## src/rtl/ms_tick_timer.sv

```systemverilog
// Millisecond tick timer: synchronises the 1 kHz divided clock, emits one tick per rising edge
// and runs a start/busy/done down-counter. Optional macro TIMER_AUTORELOAD_EN enables periodic mode.
module ms_tick_timer #(
   parameter int unsigned CNT_WIDTH = 16
) (
   input  logic                 clock,
   input  logic                 reset_n,
   input  logic                 tick_in,
   input  logic                 start,
   input  logic [CNT_WIDTH-1:0] duration,
   input  logic                 cancel,
   output logic                 tick_pulse,
   output logic                 busy,
   output logic                 done,
   output logic [CNT_WIDTH-1:0] remaining
);

   typedef enum logic [1:0] {
      ST_IDLE = 2'd0,
      ST_RUN  = 2'd1,
      ST_DONE = 2'd2
   } state_t;

   localparam logic [CNT_WIDTH-1:0] ONE = CNT_WIDTH'(1);

   state_t state;
   logic   s1, s2, s3;
   logic   tick_evt;

`ifdef TIMER_AUTORELOAD_EN
   logic [CNT_WIDTH-1:0] reload;
`endif

   // s1/s2 form the synchroniser, s3 holds the previous synced level for edge detection
   assign tick_evt = s2 & ~s3;

   always_ff @(posedge clock) begin
      if (!reset_n) begin
         s1         <= 1'b0;
         s2         <= 1'b0;
         s3         <= 1'b0;
         tick_pulse <= 1'b0;
      end else begin
         s1         <= tick_in;
         s2         <= s1;
         s3         <= s2;
         tick_pulse <= tick_evt;
      end
   end

   always_ff @(posedge clock) begin
      if (!reset_n) begin
         state     <= ST_IDLE;
         remaining <= '0;
         busy      <= 1'b0;
         done      <= 1'b0;
`ifdef TIMER_AUTORELOAD_EN
         reload    <= '0;
`endif
      end else begin
         done <= 1'b0;
         case (state)
            ST_IDLE: begin
               busy <= 1'b0;
               if (start) begin
`ifdef TIMER_AUTORELOAD_EN
                  reload <= duration;
`endif
                  if (duration != '0) begin
                     state     <= ST_RUN;
                     remaining <= duration;
                     busy      <= 1'b1;
                  end else begin
                     state <= ST_DONE;
                     done  <= 1'b1;
                  end
               end
            end
            ST_RUN: begin
               if (cancel) begin
                  state     <= ST_IDLE;
                  remaining <= '0;
                  busy      <= 1'b0;
               end else if (tick_evt) begin
                  if (remaining == ONE) begin
                     state     <= ST_DONE;
                     remaining <= '0;
                     busy      <= 1'b0;
                     done      <= 1'b1;
                  end else begin
                     remaining <= remaining - ONE;
                  end
               end
            end
            ST_DONE: begin
`ifdef TIMER_AUTORELOAD_EN
               if (!cancel && reload != '0) begin
                  state     <= ST_RUN;
                  remaining <= reload;
                  busy      <= 1'b1;
               end else begin
                  state     <= ST_IDLE;
                  remaining <= '0;
                  busy      <= 1'b0;
               end
`else
               state <= ST_IDLE;
               busy  <= 1'b0;
`endif
            end
            default: begin
               state     <= ST_IDLE;
               remaining <= '0;
               busy      <= 1'b0;
            end
         endcase
      end
   end

endmodule

```

## config.mk

```make
export PLATFORM = sky130hd
export DESIGN_NAME = ms_tick_timer
export DESIGN_NICKNAME = d
export VERILOG_FILES = /design/src/rtl/ms_tick_timer.sv
export SDC_FILE = /design/constraint.sdc
export NUM_CORES = 1
export LEC_CHECK = 0
export BUFFER_PORTS_ARGS = -buffer_cell sky130_fd_sc_hd__buf_2
export CAP_MARGIN = 40
export CORE_MARGIN = 3
export CORE_UTILIZATION = 54
export CTS_CLUSTER_DIAMETER = 150
export CTS_CLUSTER_SIZE = 12
export DETAILED_ROUTE_END_ITERATION = 16
export GPL_ROUTABILITY_DRIVEN = 0
export PLACE_DENSITY = 0.79
export SYNTH_ARGS = -nofsm -noshare
export SYNTH_HDL_FRONTEND = slang
export SYNTH_SLANG_ARGS = --single-unit
```

## constraint.sdc

```tcl
create_clock -name clock -period 2.75 [get_ports clock]
set_input_delay 0.55 -clock clock [delete_from_list [all_inputs] [get_ports clock]]
set_output_delay 0.55 -clock clock [all_outputs]
set_load 0.02 [all_outputs]
```

# After elaboration in Yosys (flattened, before gate mapping)
# Cells that the tools add are included.
[word_totals] ff_bits=24 input_bits=21 output_inout_bits=19
[op_classes] addsub=1 eq_ne=7 mux=24 bitwise=3 n_reduce_logical=5
[ops] operator="$mux 16" n=5
[ops] operator="$pmux 16 s3" n=1
[ops] operator="$eq 16x1->1 const B" n=1
[ops] operator="$reduce_bool 16->1" n=1
[ops] operator="$sub 16x1->16 const B" n=1
[ops] operator="$mux 1" n=10
[ops] operator="$mux 2" n=5
[ops] operator="$ne 3x3->1 const B" n=2
[ops] operator="$ne 2x2->1 const B" n=2
[ops] operator="$pmux 1 s2" n=2
[ops] operator="$pmux 2 s2" n=1
[ops] operator="$reduce_and 4->1" n=1
[ops] operator="$reduce_and 3->1" n=1
[ops] operator="$eq 2x1->1 const B" n=1
[ops] operator="$eq 2x2->1 const B" n=1
[ops] operator="$logic_not 2->1" n=1
[ops] operator="$not 1->1" n=2
[ops] operator="$reduce_and 2->1" n=1
[ops] operator="$and 1x1->1" n=1

# Depth between registers and ports, before layout
# Gate-level depths: netlist (run 1).
[logic_depth] depth_word=5 mapped_depth=8 mapped_depth_nobuf=7

# Worst setup path before layout (run 1)
# Ideal clock, no wire load.
[synth_path] path_kind="flip-flop to flip-flop" from="reg remaining[1]" to="reg remaining[5]" arrival_ps=1773 t_required_ps=2667 setup_slack_ps=894 path_stages_with_launch=9 n_path_buf=1 period_less_slack_ps=1856 path_cell_list="dfxtp_1 -> inv_1 -> ha_1 -> nor3b_1 -> and4_1 -> buf_4 -> nor2_1 -> a32oi_1 -> o221ai_1"
[synth_via] elab_chain_len=5 word_cells_on_any_way=6 cone_classes="add/sub (1); eq/ne (1); mux (4)"
[synth_rtl] item="start, declared" line="15" rtl="output logic [CNT_WIDTH-1:0] remaining"
[synth_rtl] item="start signal, assigned" line="71" rtl="remaining <= duration;"
[synth_rtl] item="start signal, assigned" line="91" rtl="remaining <= remaining - ONE;"
[synth_rtl] item="$sub 16x1->16 / $eq 16x1->1 (equally long branches)" line="91, 85"
[synth_rtl] item="$mux 16 (*)" line="85" rtl="if (remaining == ONE) begin"
[synth_rtl] item="$mux 16 (*)" line="84" rtl="end else if (tick_evt) begin"
[synth_rtl] item="$mux 16 (*)" line="80" rtl="if (cancel) begin"
[synth_rtl] item="$pmux 16 s3 (*)" line="62" rtl="case (state)"
# Mark *: on every way between the ends. The rest lies on a longest branch, timed or not. The select of a mux whose other input is x is not followed.
# A chain may end at the register's enable or synchronous reset.

# Worst setup path in the final report (run 1)
[layout_path] from="reg remaining[1]" to="reg remaining[9]"
# Same word-level chain as after synthesis.

==> results of run 1 <==
==> final timing paths <==
check                             startpoint            to  slack (ns)  cells past startpoint
worst max register to register  remaining[1]  remaining[9]        0.64                      7
worst min register to register            s1            s2        0.45                      1
worst max-delay path            remaining[1]  remaining[9]        0.64                      7
worst min-delay path                 tick_in            s1        0.43                      2
==> sequential cells by signal (all words and copies together), names as in the netlist <==
register and cells:
s3 1, tick_pulse 1, done 1, state 2, s2 1, busy 1
remaining 16, s1 1
==> through the flow <==
step | power (uW) | hold WS [ns] | cell area, um^2
floorplan | 603.9 | 0.4118 | 1346
global placement | 679.2 | 0.4145 | 1549
detailed placement | 686.9 | 0.4229 | 1549
CTS | 870.9 | 0.4276 | 1585
global route | 922.6 | 0.4401 | 1585
finish | 877.2 | 0.4296 | 1585
==> worst register-to-register path, cell delays in order (launching register included) <==
cell and delay (ns):
dfxtp_1 0.43, inv_1 0.09, ha_1 0.18, nor3b_1 0.13
and4_1 0.28, nor3_2 0.58, a22oi_1 0.24, nand3_1 0.12
==> synthesized netlist by cell type, drive strengths merged (2+ instances only) <==
cell     n  share of area (%)
nor4    12                6.5
xor2     4                2.6
o22ai    4                1.9
ha       2                1.9
a32oi    5                3.3
nand3    4                1.5
a22oi    7                3.9
dfxtp   24                 36
nand2   12                3.3
and4     2                1.4
o31ai    2                1.1
o221ai   3                2.0
a21oi    9                3.3
o21ai    9                3.3
nor3b    3                2.0
buf      3                2.0
or3      2                1.3
and2     5                2.3
inv     10                2.8
or2      3                1.4
nor2     7                2.0
or4      2                1.4
nor3     6                3.8
==> where the power goes <==
part,switching (uW),total [uW],internal [uW]
logic,167,275,108
clock network,110,191,81.0
registers,37.1,412,375
==> cells by family after synthesis <==
group / Yosys count / synth area share [%]
simple gates: 65 / 30.58
compound gates: 46 / 23.88
flops: 24 / 35.69
buf+inv: 14 / 5.390
xor+xnor: 4 / 2.602
fa+ha+maj: 2 / 1.858
==> routing by layer <==
layer	part of all wire (%)	wire length, um
met5	0	0
met4	0.64	23
met3	10	369
met2	44	1605
met1	45	1615
==> cell type report <==
class	instances	area, um^2	area share [%]
multi-input combinational	117	793.3	50.04
inverter	10	37.54	2.368
clock buffer	4	36.28	2.289
tap	28	35.03	2.210
sequential	24	480.5	30.31
timing repair buffer	40	202.7	12.79
==> results list, run 1 <==
- Final design utilization: between 60% and 70%
- The netlist uses 46 different library cells.
- The final-report hold violation count came to 0.
- Yosys printed 0 warnings.
* TritonCTS Buffers: 3
- For this run, the register share of the synthesized area comes to roughly 36%.
- Ys async rst share: 0%
- For this design the static power due to leakage is 0.0006738 uW.
* Max Cap Viol: 0
* Number of synthesized flops with an enable pin: 0
* Detailed placement HPWL: 2724 um
- Buffers added to address setup during post-CTS repair amount to 0.
* Kind of start point of the critical path: flip-flop
- TritonCTS built the clock tree.
* Signed area change from the synthesized netlist to the final layout: 17.75%
- The initial utilization of the core area, before any placement, comes to 58.61%.
- Buffer and inverter count on the worst path: 1
- Each instance of the synthesized netlist takes up on average roughly 8.7 um^2.
- Clock tree synthesis found a total of 24 sinks.
- Post-CTS Resized: 0
- In this run the core area contains 17 standard-cell rows.
- Setup slack closes at 0.6436 ns.
- After detailed routing, the number of vias per cell comes to 6.265.
- The count of final max-slew check failures came to 0.
* Data arrival time at the worst-slack endpoint: between 2 and 2.5 ns
- Prevailing post-synth register cell: dfxtp_1
- PortBufs: 39
- Total routing usage reported by global routing: ~24%
- The root buffer cell chosen for the clock tree is clkbuf_4.
- On the worst path, the slowest cell contributes a delay of just under 0.6 ns.
- Result of the run: complete, no violations
* Largest net degree at the start of global routing: 16
- Ant diodes: 0
* Top cell family by delay on the critical path: simple AND/OR/NAND/NOR gates
- For met2 alone, demand over resource in global routing was 35.47%.
- Crit-path cells: inv_1, ha_1, nor3b_1, and4_1, nor3_2, a22oi_1, nand3_1
* Clock-pin slew of the registers on the worst-case setup and hold paths: 0.14 ns
- Via count: roughly 1400
* Horizontal die dimension: about 56 um
* Core Box Area: 0.002297 mm^2
- Dividing total power by cell area gives a power density of ~550 mW/mm^2.
- Met1 GRT Util: 35.51%
- Area enclosed by the die boundary: 0.003128 mm^2
- Synthesis inferred 24 register bits.
* Sum Neg Setup Slack: 0 ns
- Non-filler instance count after layout: 223
- Maximum fanout along the worst path: 10
* First-pass iteration count of the detailed router: 4
- Global routing finished with a remaining overflow of 0.
- Number of endpoints failing setup at the final stage: 0
- The worst setup path is captured at a flip-flop.
- In this run the tightest slew margin relative to its limit is 48.85%.
- The final layout contains 219 nets.
- Share of post-route cells with drive strength above 1: 29.74%
* Remaining antenna violation count: 0
- Once placement completed, the tool counted placed cells totaling 219.
- Max IR drop VDD: 358.9 uV
* CTS max path bufs: 2
- Syn nets: about 180
- Hold WC Path Type: in -> reg
- Leaving out fill and tap cells, the most frequent cell in the layout is buf_2.
- Number of hold buffers added after cts: 0
- Dividing the detail-routed wire length by the instance count gives 16.21 um.
- The top cell types in the final layout, fill and taps aside, are 39 x buf_2, 24 x dfxtp_1, 12 x nand2_1.
* GRT busiest layer: met1
* Mapped Area: about 0.0013 mm^2
- Post-Syn Instances: 155
* # H-tree levels: 1
* Count of fill cells added during filler insertion: 189
* Pre-CTS WS: 0.5031 ns
- Global-route wire length before repair: 6106 um
* Transition time at the pin with the least slew margin: 0.7614 ns
- Worst-path cell with the longest stage delay: nor3_2
* Maximum achievable frequency: 474.7 MHz
- For this run, design rule violations remaining after detail routing come to 0.
- For met3 alone, demand over resource in global routing was roughly 3.7%.
- For the worst setup path, the data required time is 3.03 ns.
- Initial antenna violation count: 0
- Number of global-route vias before repair: between 1000 and 1500
* Io pins: 40
- The worst setup path is of the reg -> reg kind.
* Total Routed Length: 3614 um
* Crit path time final: 2.106 ns
- RSZ-0062 raised after global routing: no
* Worst Skew: roughly 0.0096 ns
- The clock reaches the later pin of the worst-skew pair after 0.32 ns.
- The floorplan step set the die height to around 56 um.
- Tcrit/Tclk final: roughly 77%
- First-iteration detailed-routing DRC count: 77
Power figures use the tool's default switching activity.
==> run 2: changes to the inputs <==
- ABC_AREA: unset -> 1
- CORE_UTILIZATION: 54 -> 52
- PLACE_DENSITY: 0.79 -> 0.75
- clock period: 2.75 -> 2.1 ns (I/O delays scaled with it)
==> results list, run 2 <==
- The number of global-route vias before repair was 1519 (+13%).
- The die outline width came to 60.12 um (+7.5%).
- The net count after synthesis came to 269 (+51%).
- The max-capacitance violation count is 0 (unchanged).
- # H-tree levels: 1 (unchanged)
- The fraction of final layout cells with drive strength greater than 1 is 22.30% (-7.4 points).
* CTS max path bufs: 2 (unchanged)
- GRT busiest layer: met2
- Prevailing post-synth register cell: dfxtp_1
- Worst Skew: 0.003225 ns (-0.006351 ns)
* Buffer and inverter count on the worst path: 1 (unchanged)
- LEAKAGE: 0.0009413 uW (+40%)
- Maximum fanout along the worst path: 9 (-1)
- The number of gates resized after cts is 0 (unchanged).
- The detailed placement HPWL is 3076 um (+13%).
- Data required, critical path: 2.31 ns (-0.72 ns)
- Leading cell type in the layout, fill and taps excluded: nand2_1
- Fraction of the yosys area taken by sequential cells: 31.55% (-4.1 points)
* Largest register by flop count: remaining
- The worst hold path belongs to the class in -> reg.
- Cell repeated most along the worst path: nand2_1
- Final hold violation count: 0 (unchanged)
* Count of fill cells added during filler insertion: 263 (+39%)
- The worst setup path is captured at a flip-flop.
- Among all cell types in the netlist, the one instantiated most often is nand2_1.
* GR Util met3: 2.376% (-1.3 points)
- First-pass iteration count of the detailed router: 4 (unchanged)
* Ys async rst share: 0% (unchanged)
- The number of I/O pins came to 40 (unchanged).
- Registers with the most flip-flops: remaining (16), state (2)
* Number of synthesized register bits: 24 (unchanged)
* Die height: 60.12 um (+7.5%)
- The arrival time at the worst endpoint came to 1.84 ns (-0.54 ns).
- Root buffer cell: clkbuf_4
* Signed area change from the synthesized netlist to the final layout: 17.99%
- The mean post-synth cell area is 6.190 um^2 (-29%).
* Initial antenna violation count: 0 (unchanged)
- The combined area of all synthesized cells came to 0.001523 mm^2 (+13%).
- After synthesis, the most frequently instantiated cells are 93 x nand2_1, 33 x nor2_1, 24 x dfxtp_1.
* Result of the run: complete, no violations
- Area enclosed by the die boundary: 0.003614 mm^2 (+16%)
- Maximum achievable frequency: 613.7 MHz (+29%)
- The portion of the clock cycle consumed by the worst path in the final layout is 77.59% (+0.99 points).
- The signal on the critical path passes through nor2_1, nand2_1, nor2_1, a21oi_1, buf_4, nand3_1, nand2_1, nand2_1, a21oi_2.
* Postcts setup bufs: 0 (unchanged)
- Sequential cell area: 480.5 um^2 (unchanged)
- The number of flip-flops in the largest register was 16 (unchanged).
- Delay contributed by the slowest stage of the critical path: 0.38 ns (-0.20 ns)
- Kind of start point of the critical path: flip-flop
- The count of final max-slew check failures came to 0 (unchanged).
- The area of combinational cells with multiple inputs was 907.1 um^2 (+14%).
- The average wire length per cell after detail routing came to 12.54 um (-23%).
* Initial cell density of the core: 57.79% (-0.82 points)
- Clock tree from TritonCTS: built
- The number of hold-repair buffers added at the cts stage came to 0 (unchanged).
* First-iteration detailed-routing DRC count: 99 (+29%)
- The total power divided by cell area was 775.4 mW/mm^2 (+40%).
- Number of nets in the final layout: 311 (+42%)
* Library cell occupying the most area in the post-synthesis netlist: dfxtp_1
- RSZ-0062 raised after global routing: no
- Total routing usage reported by global routing: 23.84% (-0.27 points)
- The total overflow reported by the global router came to 0 (unchanged).
- The number of buffer cells added on primary ports is 39 (unchanged).
* TritonCTS Buffers: 3 (unchanged)
* Post-Syn Instances: 246 (+59%)
- Global-route wire length before repair: 6541 um (+7.1%)
- The number of distinct library cells after synthesis is 21 (-54%).
- Top cell family by delay on the critical path: simple AND/OR/NAND/NOR gates
- The largest voltage drop on the vdd net came to 524.4 uV (+46%).
- The post-detailed-routing wire length was 3975 um (+10%).
* Worst-path cell with the longest stage delay: dfxtp_1
- The count of vias placed by the detailed router was 1625 (+16%).
- Number of vias per cell: 5.126 (-18%)
- The final critical delay including setup and external delays was 1.629 ns (-0.4771 ns).
* Number of endpoints failing setup at the final stage: 0 (unchanged)
- Leading cell types by total area after synthesis: dfxtp_1 32%, nand2_1 23%, nor2_1 8.1%
- The largest net degree at the start of global routing was 17 (+1).
- The number of warnings reported in the yosys synthesis log came to 0 (unchanged).
* Clock-pin slew of the registers on the worst-case setup and hold paths: 0.14 ns (about the same)
- # DRC: 0 (unchanged)
- CTS sink count: 24 (unchanged)
* Core Box Area: 0.002635 mm^2 (+15%)
- Number of synthesized flops with an enable pin: 0 (unchanged)
- The max-slew headroom at the worst pin was 72.22% (+23 points).
- The count of antenna diodes in the layout came to 0 (unchanged).
* Met2 track demand over resource in global routing: 40.59% (+5.1 points)
- The top-area cell type share of the netlist area is 31.55% (-4.1 points).
- The standard-cell row count came to 18 (+1).
- Highest-count cells in the layout ignoring fill and taps: 93 x nand2_1, 39 x buf_2, 33 x nor2_1
* Worst Setup Path Type: reg -> reg
- The transition time at the pin with the least slew margin came to 0.4151 ns (-0.3463 ns).
- The utilization after layout came to 68.19% (-0.82 points).
- Clk_lat worst skew: 0.31 ns (about the same)
* Remaining antenna violation count: 0 (unchanged)
- Sum Neg Setup Slack: 0 ns (unchanged)
- The met1 capacity usage during global routing is 31.68% (-3.8 points).
==> run 2: cell count changes in the layout (fill, tap and decap cells not counted), sizes merged, moves of 7 or more <==
cell   previous run  this run
nand3             4        16
inv              10        25
a21oi             9        20
nand2            12        93
a22oi             7         0
nor2              7        39
nor4             12         0
==> run 2: final timing paths <==
kind,startpoint,to,slack [ns],cells past startpoint
min reg2reg,s3,tick_pulse,0.42,1
max reg2reg,remaining[4],remaining[15],0.47,9
min,tick_in,s1,0.28,3
max,remaining[4],remaining[15],0.47,9
==> run 2: cell type report <==
type	count	share of cell area, %
multi-input cells	191	50.49
flip-flops and latches	24	26.74
repair buffers	43	12.53
inverters	25	5.223
well taps	30	2.089
clock inverters	1	1.671
clock buffers	3	1.253
==> run 2: cells by family (layout without fill, tap and decap cells) <==
logic type / after synthesis / in the layout / share of synthesized area [%]
simple gates: 151 / 151 / 41.08
compound gates: 31 / 31 / 12.82
buf+inv: 31 / 72 / 8.874
flops: 24 / 24 / 31.55
xor+xnor: 7 / 7 / 4.026
fa+ha+maj: 2 / 2 / 1.643
==> run 2: stage by stage <==
step | hold slack [ns] | std cells | total power (uW) | setup slack, ns | area (um^2)
after floorplan | 0.3900 | 246 | 923.2 | 0.6149 | 1523
after global placement | 0.3937 | 313 | 1055 | 0.3891 | 1744
after detailed placement | 0.3999 | 313 | 1061 | 0.3377 | 1744
after CTS | 0.2852 | 317 | 1393 | 0.4882 | 1797
after global routing | 0.2867 | 317 | 1481 | 0.2928 | 1797
final | 0.2842 | 317 | 1393 | 0.4707 | 1797
==> run 2: report_power, final <==
part           switching [uW]  leakage [uW]  total, uW  internal, uW
Combinational             336      0.000716        516           180
Clock                     143     0.0000279        336           193
Sequential               47.8      0.000197        541           493
Total                     527      0.000941       1390           866
==> run 2: worst min-delay path: stages <==
cell     delay [ns]
buf_2          0.07
nand2_1        0.05
inv_1          0.04
==> run 2: metal layers <==
layer | wire length [um] | part of all wire (%) | vias to the layer above
met5 | 0 | 0 | -
li1 | - | - | 844
met2 | 1845 | 46 | 57
met1 | 1834 | 46 | 719
met4 | 36 | 0.91 | 0
met3 | 259 | 6.5 | 5
==> run 3: changes to the inputs <==
- CORE_UTILIZATION: 52 -> 47
- PLACE_DENSITY: 0.75 -> 0.71
- clock period: 2.1 -> 1.35 ns (I/O delays scaled with it)
==> results list, run 3 (synthesis results as in run 2) <==
* Placed cell count: 373 (+19%)
- The count of antenna diodes in the layout was 0 (unchanged).
* Total routing usage reported by global routing: 25.75% (+1.9 points)
* Largest net degree at the start of global routing: 16 (-1)
- The starting utilization of the core area was 49.47% (-8.3 points).
- Data arrival time at the worst-slack endpoint: 1.78 ns (-0.06 ns)
- Sequential cell area: 508.0 um^2 (+5.7%)
- Hold WC Path Type: in -> reg
- More flip-flops sit in one register than any other, and that register is remaining.
- The floorplan die area is 0.003959 mm^2 (+9.6%).
- The number of global-route vias before repair came to 1843 (+21%).
- The required time of the worst setup path came to 1.62 ns (-0.69 ns).
- The maximum single-stage delay on the critical path was 0.35 ns (-0.03 ns).
* Crit path time final: 1.510 ns (-0.1192 ns)
- The chip height is 62.92 um (+4.7%).
- The number of antenna violations at the first check in global routing is 0 (unchanged).
- The area of combinational cells with multiple inputs came to 0.001195 mm^2 (+32%).
- Violations in the final reports: setup timing
* Top cell family by delay on the critical path: simple AND/OR/NAND/NOR gates
- LEAKAGE: 0.001311 uW (+39%)
* Max Transition Viols Final: 0 (unchanged)
- Final std cell area, no fill: 0.002639 mm^2 (+47%)
* Registers with the most flip-flops: remaining (16), state (2)
- The total power divided by cell area was 1001 mW/mm^2 (+29%).
- The utilization after layout was 85.73% (+18 points).
- The first-iteration detailed-routing DRC count came to 148 (+49%).
- Number of vias per cell: 5.391 (+5.2%)
- The flow ran to the end, but the final reports show violations.
- The transition time at the pin with the least slew margin was 0.2389 ns (-0.1763 ns).
- First-pass iteration count of the detailed router: 4 (unchanged)
* Clk_lat worst skew: 0.33 ns (+0.02 ns)
- Highest-count cells in the layout ignoring fill and taps: 66 x nand2_1, 50 x buf_4, 36 x buf_2
* CTS max path bufs: 2 (unchanged)
- STA classifies the critical path startpoint as a flip-flop.
- The count of H-tree levels built during CTS came to 1 (unchanged).
- Signed area change from the synthesized netlist to the final layout: 73.29%
- Remaining antenna violation count: 0 (unchanged)
- The total overflow reported by the global router is 0 (unchanged).
- The maximum fanout count along the critical path came to 7 (-2).
- PortBufs: 39 (unchanged)
* TritonCTS Buffers: 3 (unchanged)
* Global-route wire length before repair: 8252 um (+26%)
- The maximum achievable frequency was 662.2 MHz (+7.9%).
* CTS sink count: 24 (unchanged)
* Pre-CTS WS: -0.1679 ns (-0.5056 ns)
- The die outline width is 62.92 um (+4.7%).
- The area of the core was 0.003078 mm^2 (+17%).
* Leading cell type in the layout, fill and taps excluded: nand2_1
- Count of fill cells added during filler insertion: 180 (-32%)
- The total negative slack is -1.688 ns (-1.688 ns).
- The max-slew headroom at the worst pin was 84.02% (+12 points).
- The worst path buffer plus inverter count came to 2 (+1).
- Tcrit/Tclk final: 111.9% (+34 points)
- The clock transition time at the flip-flop clock pins of the worst setup and hold paths came to 0.15 ns (about the same).
- The average wire length per cell after detail routing was 16.23 um (+29%).
* Number of endpoints failing setup at the final stage: 19 (+19)
- By instance count, the cell type seen most on the critical path is nor2_4.
* Site Rows: 20 (+2)
* Non-filler instance count after layout: 391 (+23%)
* Max Cap Viol: 0 (unchanged)
- The number of design rule violations left after detail routing is 0 (unchanged).
* Worst-path cell with the longest stage delay: dfxtp_1
* Root buffer cell: clkbuf_4
- Detailed placement HPWL: 3502 um (+14%)
* Cell area reported after detailed placement: 0.002152 mm^2 (+23%)
* Max FFs per register: 16 (unchanged)
- The critical path goes through inv_1, nor2_1, nor2_4, nor2_4, o21ai_4, nor2_4, buf_6, nand2_2, a21oi_2.
* Clock tree from TritonCTS: built
- Setup repair after global routing could not meet its margin everywhere.
- The number of I/O pins is 40 (unchanged).
- The largest voltage drop on the vdd net came to 820.0 uV (+56%).
* Number of nets in the final layout: 371 (+19%)
- The worst setup margin was -0.1601 ns (-0.6308 ns).
- The final-report hold violation count is 0 (unchanged).
- Share of post-route cells with drive strength above 1: 57.06% (+35 points)
- Worst Skew: 0.01966 ns (+0.01643 ns)
* Via count: 2108 (+30%)
* Worst Setup Path Type: reg -> reg
- Nature of the critical path endpoint: flip-flop
- The post-detailed-routing wire length was 6346 um (+60%).
run 3: power by group:
group	switching, uW	internal (uW)	total [uW]
Clock	233	108	341
Sequential	65.5	775	840
Combinational	823	638	1460
run 3: per-stage QoR:
stage / total power (uW) / hold WS (ns)
6_report: 2642 / 0.1420
3_5_place_dp: 1874 / 0.4056
3_3_place_gp: 1856 / 0.3985
5_1_grt: 2777 / 0.1428
2_1_floorplan: 1452 / 0.3635
4_1_cts: 2338 / 0.1378
run 3: final cells by class:
| cell class | instances | share of cell area, % |
|---|---|---|
| inverter | 25 | 3.746 |
| timing repair buffer | 103 | 28.64 |
| clock inverter | 1 | 0.1422 |
| tap | 44 | 2.086 |
| clock buffer | 3 | 0.8535 |
| sequential | 24 | 19.25 |
| multi-input combinational | 191 | 45.28 |
run 3: path summary, 6_finish.rpt:
| check | startpoint | end | slack (ns) | depth (start not counted) |
|---|---|---|---|---|
| worst min register to register | s1 | s2 | 0.44 | 2 |
| worst min-delay path | tick_in | s1 | 0.14 | 3 |
| worst max-delay path | s2 | remaining[9] | -0.16 | 9 |
| worst max register to register | s2 | remaining[9] | -0.16 | 9 |
run 3: per-layer routing:
metal / share of wire (%) / up-vias / track usage [%]
met2: 50 / 140 / 44.01
met4: 4.4 / 0 / 9.917
met5: 0 / - / 0
li1: - / 971 / -
met1: 37 / 962 / 33.15
met3: 8.7 / 35 / 2.518
run 3: what timing repair did:
| action | 4_1_cts | 5_1_grt |
|---|---|---|
| endpoints found under the setup margin | 20 | 23 |
| gates resized for setup | 42 | 70 |
| hold endpoints to repair | 0 | 0 |
| setup buffers | 7 | 7 |
| pin swaps | 13 | 27 |
| hold buffers | 0 | 0 |
| gates cloned | 0 | 1 |
run 3: worst register-to-register path, cell delays in order, from the launching register on:
cell     delay (ns)
dfxtp_1        0.35
inv_1          0.05
nor2_1         0.18
nor2_4         0.08
nor2_4         0.10
o21ai_4        0.09
nor2_4         0.20
buf_6          0.17
nand2_2        0.08
a21oi_2        0.15
